File: src/rtl/neuron_layer_if.sv
// Handshake bundle for neuron_layer_folded: input vector/weights/bias upstream,
// saturated results downstream, each side with its own valid/ready pair.
interface neuron_layer_if #(
    parameter int INPUT_WIDTH = 3,
    parameter int NUM_NEURONS = 4,
    parameter int DATA_WIDTH  = 16
);
    logic [INPUT_WIDTH-1:0][DATA_WIDTH-1:0]                  a_in;
    logic [NUM_NEURONS-1:0][INPUT_WIDTH-1:0][DATA_WIDTH-1:0] w_in;
    logic [NUM_NEURONS-1:0][DATA_WIDTH-1:0]                  bias;
    logic                                                    in_valid;
    logic                                                    in_ready;
    logic [NUM_NEURONS-1:0][DATA_WIDTH-1:0]                  a_out;
    logic [NUM_NEURONS-1:0]                                  sat_out;
    logic                                                    out_valid;
    logic                                                    out_ready;

    modport master (
        output a_in, w_in, bias, in_valid, out_ready,
        input  in_ready, a_out, sat_out, out_valid
    );

    modport slave (
        input  a_in, w_in, bias, in_valid, out_ready,
        output in_ready, a_out, sat_out, out_valid
    );
endinterface

File: src/rtl/neuron_layer_folded.sv
// Time-folded fixed-point fully-connected layer: LANES MACs per neuron per beat,
// Q-format rescale with saturation. Define NEURON_RELU_EN to clamp negative results to 0.
module neuron_layer_folded #(
    parameter int INPUT_WIDTH = 3,
    parameter int NUM_NEURONS = 4,
    parameter int LANES       = 1,
    parameter int DATA_WIDTH  = 16,
    parameter int FRAC_BITS   = 8,
    parameter int ACC_WIDTH   = 48
) (
    input logic           clk,
    input logic           rst,
    neuron_layer_if.slave bus
);
    localparam int BEATS  = (INPUT_WIDTH + LANES - 1) / LANES;
    localparam int BEAT_W = (BEATS > 1) ? $clog2(BEATS) : 1;
    localparam int PROD_W = 2 * DATA_WIDTH;

    localparam logic signed [ACC_WIDTH:0] SAT_MAX =
        {{(ACC_WIDTH + 2 - DATA_WIDTH){1'b0}}, {(DATA_WIDTH - 1){1'b1}}};
    localparam logic signed [ACC_WIDTH:0] SAT_MIN =
        {{(ACC_WIDTH + 2 - DATA_WIDTH){1'b1}}, {(DATA_WIDTH - 1){1'b0}}};

    typedef enum logic [1:0] {
        IDLE,
        ACCUM,
        FINISH,
        OUT
    } state_t;

    state_t                       state;
    logic [BEAT_W-1:0]            beat;
    logic signed [DATA_WIDTH-1:0] a_reg    [INPUT_WIDTH];
    logic signed [DATA_WIDTH-1:0] w_reg    [NUM_NEURONS][INPUT_WIDTH];
    logic signed [DATA_WIDTH-1:0] bias_reg [NUM_NEURONS];
    logic signed [ACC_WIDTH-1:0]  acc      [NUM_NEURONS];

    logic signed [DATA_WIDTH-1:0] lane_a    [LANES];
    logic signed [DATA_WIDTH-1:0] lane_w    [NUM_NEURONS][LANES];
    logic signed [PROD_W-1:0]     lane_prod [NUM_NEURONS][LANES];
    logic signed [ACC_WIDTH-1:0]  beat_sum  [NUM_NEURONS];

    logic signed [ACC_WIDTH:0]    biased [NUM_NEURONS];
    logic signed [ACC_WIDTH:0]    scaled [NUM_NEURONS];
    logic signed [DATA_WIDTH-1:0] result [NUM_NEURONS];
    logic [NUM_NEURONS-1:0]       clamp;

    // Element i belongs to beat i/LANES on lane i%LANES; unmatched lanes stay zero,
    // which is how the padding slots of the final beat contribute nothing.
    always_comb begin
        for (int l = 0; l < LANES; l++) begin
            lane_a[l] = '0;
            for (int n = 0; n < NUM_NEURONS; n++) begin
                lane_w[n][l] = '0;
            end
        end
        for (int i = 0; i < INPUT_WIDTH; i++) begin
            if (beat == BEAT_W'(i / LANES)) begin
                lane_a[i % LANES] = a_reg[i];
                for (int n = 0; n < NUM_NEURONS; n++) begin
                    lane_w[n][i % LANES] = w_reg[n][i];
                end
            end
        end
        for (int n = 0; n < NUM_NEURONS; n++) begin
            beat_sum[n] = '0;
            for (int l = 0; l < LANES; l++) begin
                lane_prod[n][l] = PROD_W'(lane_a[l]) * PROD_W'(lane_w[n][l]);
                beat_sum[n] = beat_sum[n] +
                    {{(ACC_WIDTH - PROD_W){lane_prod[n][l][PROD_W-1]}}, lane_prod[n][l]};
            end
        end
    end

    // One extra bit of headroom keeps the bias add from wrapping before the floor shift.
    always_comb begin
        for (int n = 0; n < NUM_NEURONS; n++) begin
            biased[n] = {acc[n][ACC_WIDTH-1], acc[n]} +
                ({{(ACC_WIDTH + 1 - DATA_WIDTH){bias_reg[n][DATA_WIDTH-1]}}, bias_reg[n]} << FRAC_BITS);
            scaled[n] = biased[n] >>> FRAC_BITS;
            clamp[n]  = 1'b0;
            if (scaled[n] > SAT_MAX) begin
                result[n] = {1'b0, {(DATA_WIDTH - 1){1'b1}}};
                clamp[n]  = 1'b1;
            end else if (scaled[n] < SAT_MIN) begin
                result[n] = {1'b1, {(DATA_WIDTH - 1){1'b0}}};
                clamp[n]  = 1'b1;
            end else begin
                result[n] = scaled[n][DATA_WIDTH-1:0];
            end
`ifdef NEURON_RELU_EN
            if (result[n][DATA_WIDTH-1]) begin
                result[n] = '0;
            end
`endif
        end
    end

    always_ff @(posedge clk) begin
        if (rst) begin
            state         <= IDLE;
            beat          <= '0;
            bus.in_ready  <= 1'b1;
            bus.out_valid <= 1'b0;
            bus.a_out     <= '0;
            bus.sat_out   <= '0;
            for (int n = 0; n < NUM_NEURONS; n++) begin
                acc[n] <= '0;
            end
        end else begin
            case (state)
                IDLE: begin
                    if (bus.in_valid) begin
                        for (int i = 0; i < INPUT_WIDTH; i++) begin
                            a_reg[i] <= bus.a_in[i];
                        end
                        for (int n = 0; n < NUM_NEURONS; n++) begin
                            bias_reg[n] <= bus.bias[n];
                            acc[n]      <= '0;
                            for (int i = 0; i < INPUT_WIDTH; i++) begin
                                w_reg[n][i] <= bus.w_in[n][i];
                            end
                        end
                        beat         <= '0;
                        bus.in_ready <= 1'b0;
                        state        <= ACCUM;
                    end
                end
                ACCUM: begin
                    for (int n = 0; n < NUM_NEURONS; n++) begin
                        acc[n] <= acc[n] + beat_sum[n];
                    end
                    if (beat == BEAT_W'(BEATS - 1)) begin
                        beat  <= '0;
                        state <= FINISH;
                    end else begin
                        beat <= beat + 1'b1;
                    end
                end
                FINISH: begin
                    for (int n = 0; n < NUM_NEURONS; n++) begin
                        bus.a_out[n] <= result[n];
                    end
                    bus.sat_out   <= clamp;
                    bus.out_valid <= 1'b1;
                    state         <= OUT;
                end
                OUT: begin
                    if (bus.out_ready) begin
                        bus.out_valid <= 1'b0;
                        bus.in_ready  <= 1'b1;
                        state         <= IDLE;
                    end
                end
                default: state <= IDLE;
            endcase
        end
    end
endmodule

File: src/flat_wrapper.sv
// flat-port wrapper written by rule: the top's interface ports become plain ports
module neuron_layer_folded_flat 
#(
    parameter int INPUT_WIDTH = 3,
    parameter int NUM_NEURONS = 4,
    parameter int LANES       = 1,
    parameter int DATA_WIDTH  = 16,
    parameter int FRAC_BITS   = 8,
    parameter int ACC_WIDTH   = 48
)
  (clk, rst, bus_a_in, bus_w_in, bus_bias, bus_in_valid, bus_out_ready, bus_in_ready, bus_a_out, bus_sat_out, bus_out_valid);
  neuron_layer_if #(.INPUT_WIDTH(INPUT_WIDTH), .NUM_NEURONS(NUM_NEURONS), .DATA_WIDTH(DATA_WIDTH)) bus_i ();
  input logic clk;
  input logic rst;
  input wire logic [$bits(bus_i.a_in)-1:0] bus_a_in;
  input wire logic [$bits(bus_i.w_in)-1:0] bus_w_in;
  input wire logic [$bits(bus_i.bias)-1:0] bus_bias;
  input wire logic [$bits(bus_i.in_valid)-1:0] bus_in_valid;
  input wire logic [$bits(bus_i.out_ready)-1:0] bus_out_ready;
  output wire logic [$bits(bus_i.in_ready)-1:0] bus_in_ready;
  output wire logic [$bits(bus_i.a_out)-1:0] bus_a_out;
  output wire logic [$bits(bus_i.sat_out)-1:0] bus_sat_out;
  output wire logic [$bits(bus_i.out_valid)-1:0] bus_out_valid;
  assign bus_i.a_in = bus_a_in;
  assign bus_i.w_in = bus_w_in;
  assign bus_i.bias = bus_bias;
  assign bus_i.in_valid = bus_in_valid;
  assign bus_i.out_ready = bus_out_ready;
  assign bus_in_ready = bus_i.in_ready;
  assign bus_a_out = bus_i.a_out;
  assign bus_sat_out = bus_i.sat_out;
  assign bus_out_valid = bus_i.out_valid;
  neuron_layer_folded #(.INPUT_WIDTH(INPUT_WIDTH), .NUM_NEURONS(NUM_NEURONS), .LANES(LANES), .DATA_WIDTH(DATA_WIDTH), .FRAC_BITS(FRAC_BITS), .ACC_WIDTH(ACC_WIDTH)) u_core (.clk(clk), .rst(rst), .bus(bus_i));
endmodule
File: config.mk
export PLATFORM = sky130hd
export DESIGN_NAME = neuron_layer_folded_flat
export DESIGN_NICKNAME = d
export VERILOG_FILES = /design/src/rtl/neuron_layer_if.sv /design/src/rtl/neuron_layer_folded.sv /design/src/flat_wrapper.sv
export SDC_FILE = /design/constraint.sdc
export NUM_CORES = 2
export LEC_CHECK = 0
export BUFFER_PORTS_ARGS = -buffer_cell sky130_fd_sc_hd__buf_2
export CAP_MARGIN = 20
export CORE_ASPECT_RATIO = 1.5
export CORE_UTILIZATION = 60
export DETAILED_ROUTE_END_ITERATION = 8
export HOLD_SLACK_MARGIN = 0.02
export MAX_ROUTING_LAYER = met4
export PLACE_DENSITY = 0.78
export SYNTH_ARGS = -nofsm -noshare
export SYNTH_HDL_FRONTEND = slang
export SYNTH_SLANG_ARGS = --single-unit
export TNS_END_PERCENT = 10
File: constraint.sdc
create_clock -name clk -period 45.8 [get_ports clk]
set_input_delay 11.45 -clock clk [delete_from_list [all_inputs] [get_ports clk]]
set_output_delay 11.45 -clock clk [all_outputs]
set_load 0.02 [all_outputs]
==> reports/results.tsv <==
metric	value	unit
gr ovfl total	0	
HP Start	u_core.bus.a_out[47]	
worst r2r dst	u_core.acc[3][47]	
commonest non-fill, non-tap cell in the layout	inv_1	
Worst Reg-to-Reg Cells	28	
CTS Buffer Depth	3	
Final WS setup	31880	ps
die height	459.8	um
reg2reg start	u_core.beat[0]	
average vias per placed instance	5.836	
vias post-DR	63789	
cell area after synthesis	83820	um^2
FFs w/ async S/R, synth	0	%
largest family of logic cells by synthesized area	adder cells	
synthesized instance count	8772	
Placer Congestion	0.9625	
drc violations	0	
Final Non-Filler Cells	10931	
CTS tree	done	
row cnt	167	
Final Routed Wirelength	229700	um
DR iter-0 viols	4461	
Synth Area in Adders	44.96	%
Main synth FF type	edfxtp_1	
CTS root buf	clkbuf_16	
final worst-path cycle share	30.39	%
CP required	46250	ps
worst slew pin tran	1176	ps
Post-synth EDFFs	448	
Post-Syn Nets	11220	
maximum number of pins on one net before global-route repair	167	
worst hold slack	479.6	ps
Worst-path clk slew	70	ps
DP HPWL	182200	um
Ports	378	
Synth Register Bits	570	
clock sink count	570	
CTS buffer count	61	
post-synthesis sequential area ratio	18.96	%
Die Footprint	141200	um^2
Worst Path Max Fanout	80	
initial antenna violation count	4	
I/O Buffers	377	
Worst Hold End	u_core.bus.a_out[47]	
most frequent cells in the layout	1790 x inv_1, 1453 x fa_1, 898 x nor2_1	
post-synth cell types	101	
global-route wire length before repair	367600	um
Final Hold Vio Count	0	
mux contribution to synthesized area	1.361	%
Area growth syn-to-layout	7.477	%
crit path time final	13920	ps
simple-gate share of the synthesized area	11.72	%
Post-CTS Hold Buffers	0	
Synth Area in XOR/XNOR	3.114	%
fraction of layout cells with a size suffix above 1	7.985	%
TNS Setup	0	ps
status	finished, final reports clean	
Detail Route Antenna Nets	0	
nets@finish	11462	
Cells after DPL	10804	
max_cap viols	0	
GR Util All Layers	34.72	%
HP Class	reg2reg	
H-tree Lvls	2	
drt pass-1 iters	8	
clk_skew	67.94	ps
R2R setup slack	34860	ps
number of global-route vias before repair	69124	
Max transition margin	21.60	%
Worst-Skew Late Latency	770	ps
synth warn	0	
CP arrival	14370	ps
Avg Cell Area, Syn	9.555	um^2
Die Span X	307.2	um
CTS-repair resized insts	0	
startpoint types	input pin	
WL per Instance	21.02	um
Slew Viols, Final	0	
Setup WS pre-CTS	30970	ps
Max Freq	71.85	MHz
Core Region	138300	um^2
Setup Buffers After CTS	0	
RSZ-0062 raised after global routing	no	
crit end category	flip-flop	
post-synthesis compound-gate area fraction	10.44	%
final setup vio count	0	
Setup CP Type	in2reg	
hold path cells	2	
Starting Density	60.60	%
-- kinds of logic (layout without fill, tap and decap cells) --
logic type | after synthesis | count (layout)
compound gates | 1318 | 1318
xor+xnor | 298 | 298
fa+ha+maj | 2140 | 2140
buf+inv | 2090 | 2385
flops | 570 | 570
mux | 114 | 114
other cells | 0 | 5
simple gates | 2242 | 2242
-- metal layers --
layer | wire length (um) | track usage, % | up-vias
met4 | 18420 | 22.15 | 0
met1 | 76780 | 36.79 | 31807
met5 | 0 | - | -
met3 | 18190 | 6.358 | 896
met2 | 116400 | 59.51 | 2632
li1 | - | - | 28454
-- metrics by stage --
| step | util [%] | instance area [um^2] |
|---|---|---|
| 3_3_place_gp | 63.46 | 87780 |
| 3_5_place_dp | 63.46 | 87780 |
| 4_1_cts | 65.04 | 89970 |
| 2_1_floorplan | - | 83820 |
| 6_report | 65.13 | 90090 |
| 5_1_grt | 65.12 | 90080 |
-- Yosys cell counts (57+ instances only) --
master,instances,area [um^2]
clkbuf_1,256,960.9
a21oi_1,408,2042
edfxtp_1,448,13450
a21o_1,231,1734
a211oi_1,63,473.0
xnor2_1,178,1559
nand2_1,777,2917
inv_1,1793,6730
nand4_1,57,356.6
nand3_1,66,330.3
and2_1,61,381.6
ha_1,687,8596
mux2i_1,114,1141
dfxtp_1,122,2442
fa_1,1453,29090
nor2_1,900,3378
xor2_1,120,1051
nor3_1,87,435.4
o21ai_0,206,1031
-- final cells by class --
cell class | instances | area [um^2]
Antenna cell | 5 | 12.51
Clock buffer | 77 | 1702
Clock inverter | 39 | 488.0
Fill cell | 10964 | 48240
Inverter | 1793 | 6730
Multi-Input combinational cell | 6112 | 60210
Sequential cell | 570 | 15900
Tap cell | 1859 | 2326
Timing Repair Buffer | 476 | 2715
-- worst max-delay path by stage --
| stage | cells after the start | start | slack, ps | to |
|---|---|---|---|---|
| after CTS | 7 | rst | 31750 | u_core.acc[1][45] |
| after global placement | 7 | rst | 31040 | u_core.acc[1][10] |
| after global routing | 6 | rst | 31780 | u_core.acc[0][45] |
| final | 6 | rst | 31880 | u_core.acc[0][45] |
| after floorplan | 3 | rst | 20330 | u_core.a_reg[0][0] |
| after detailed placement | 7 | rst | 30970 | u_core.acc[1][10] |
-- critical path, cell delays in order --
cell and delay, ps:
buf_4 270, buf_4 690, nand2b_4 730, buf_4 800, or2_2 240, mux2i_1 70
Power is not shown: default switching activity piles up to over one toggle a cycle in this logic, so the estimate is an artifact.
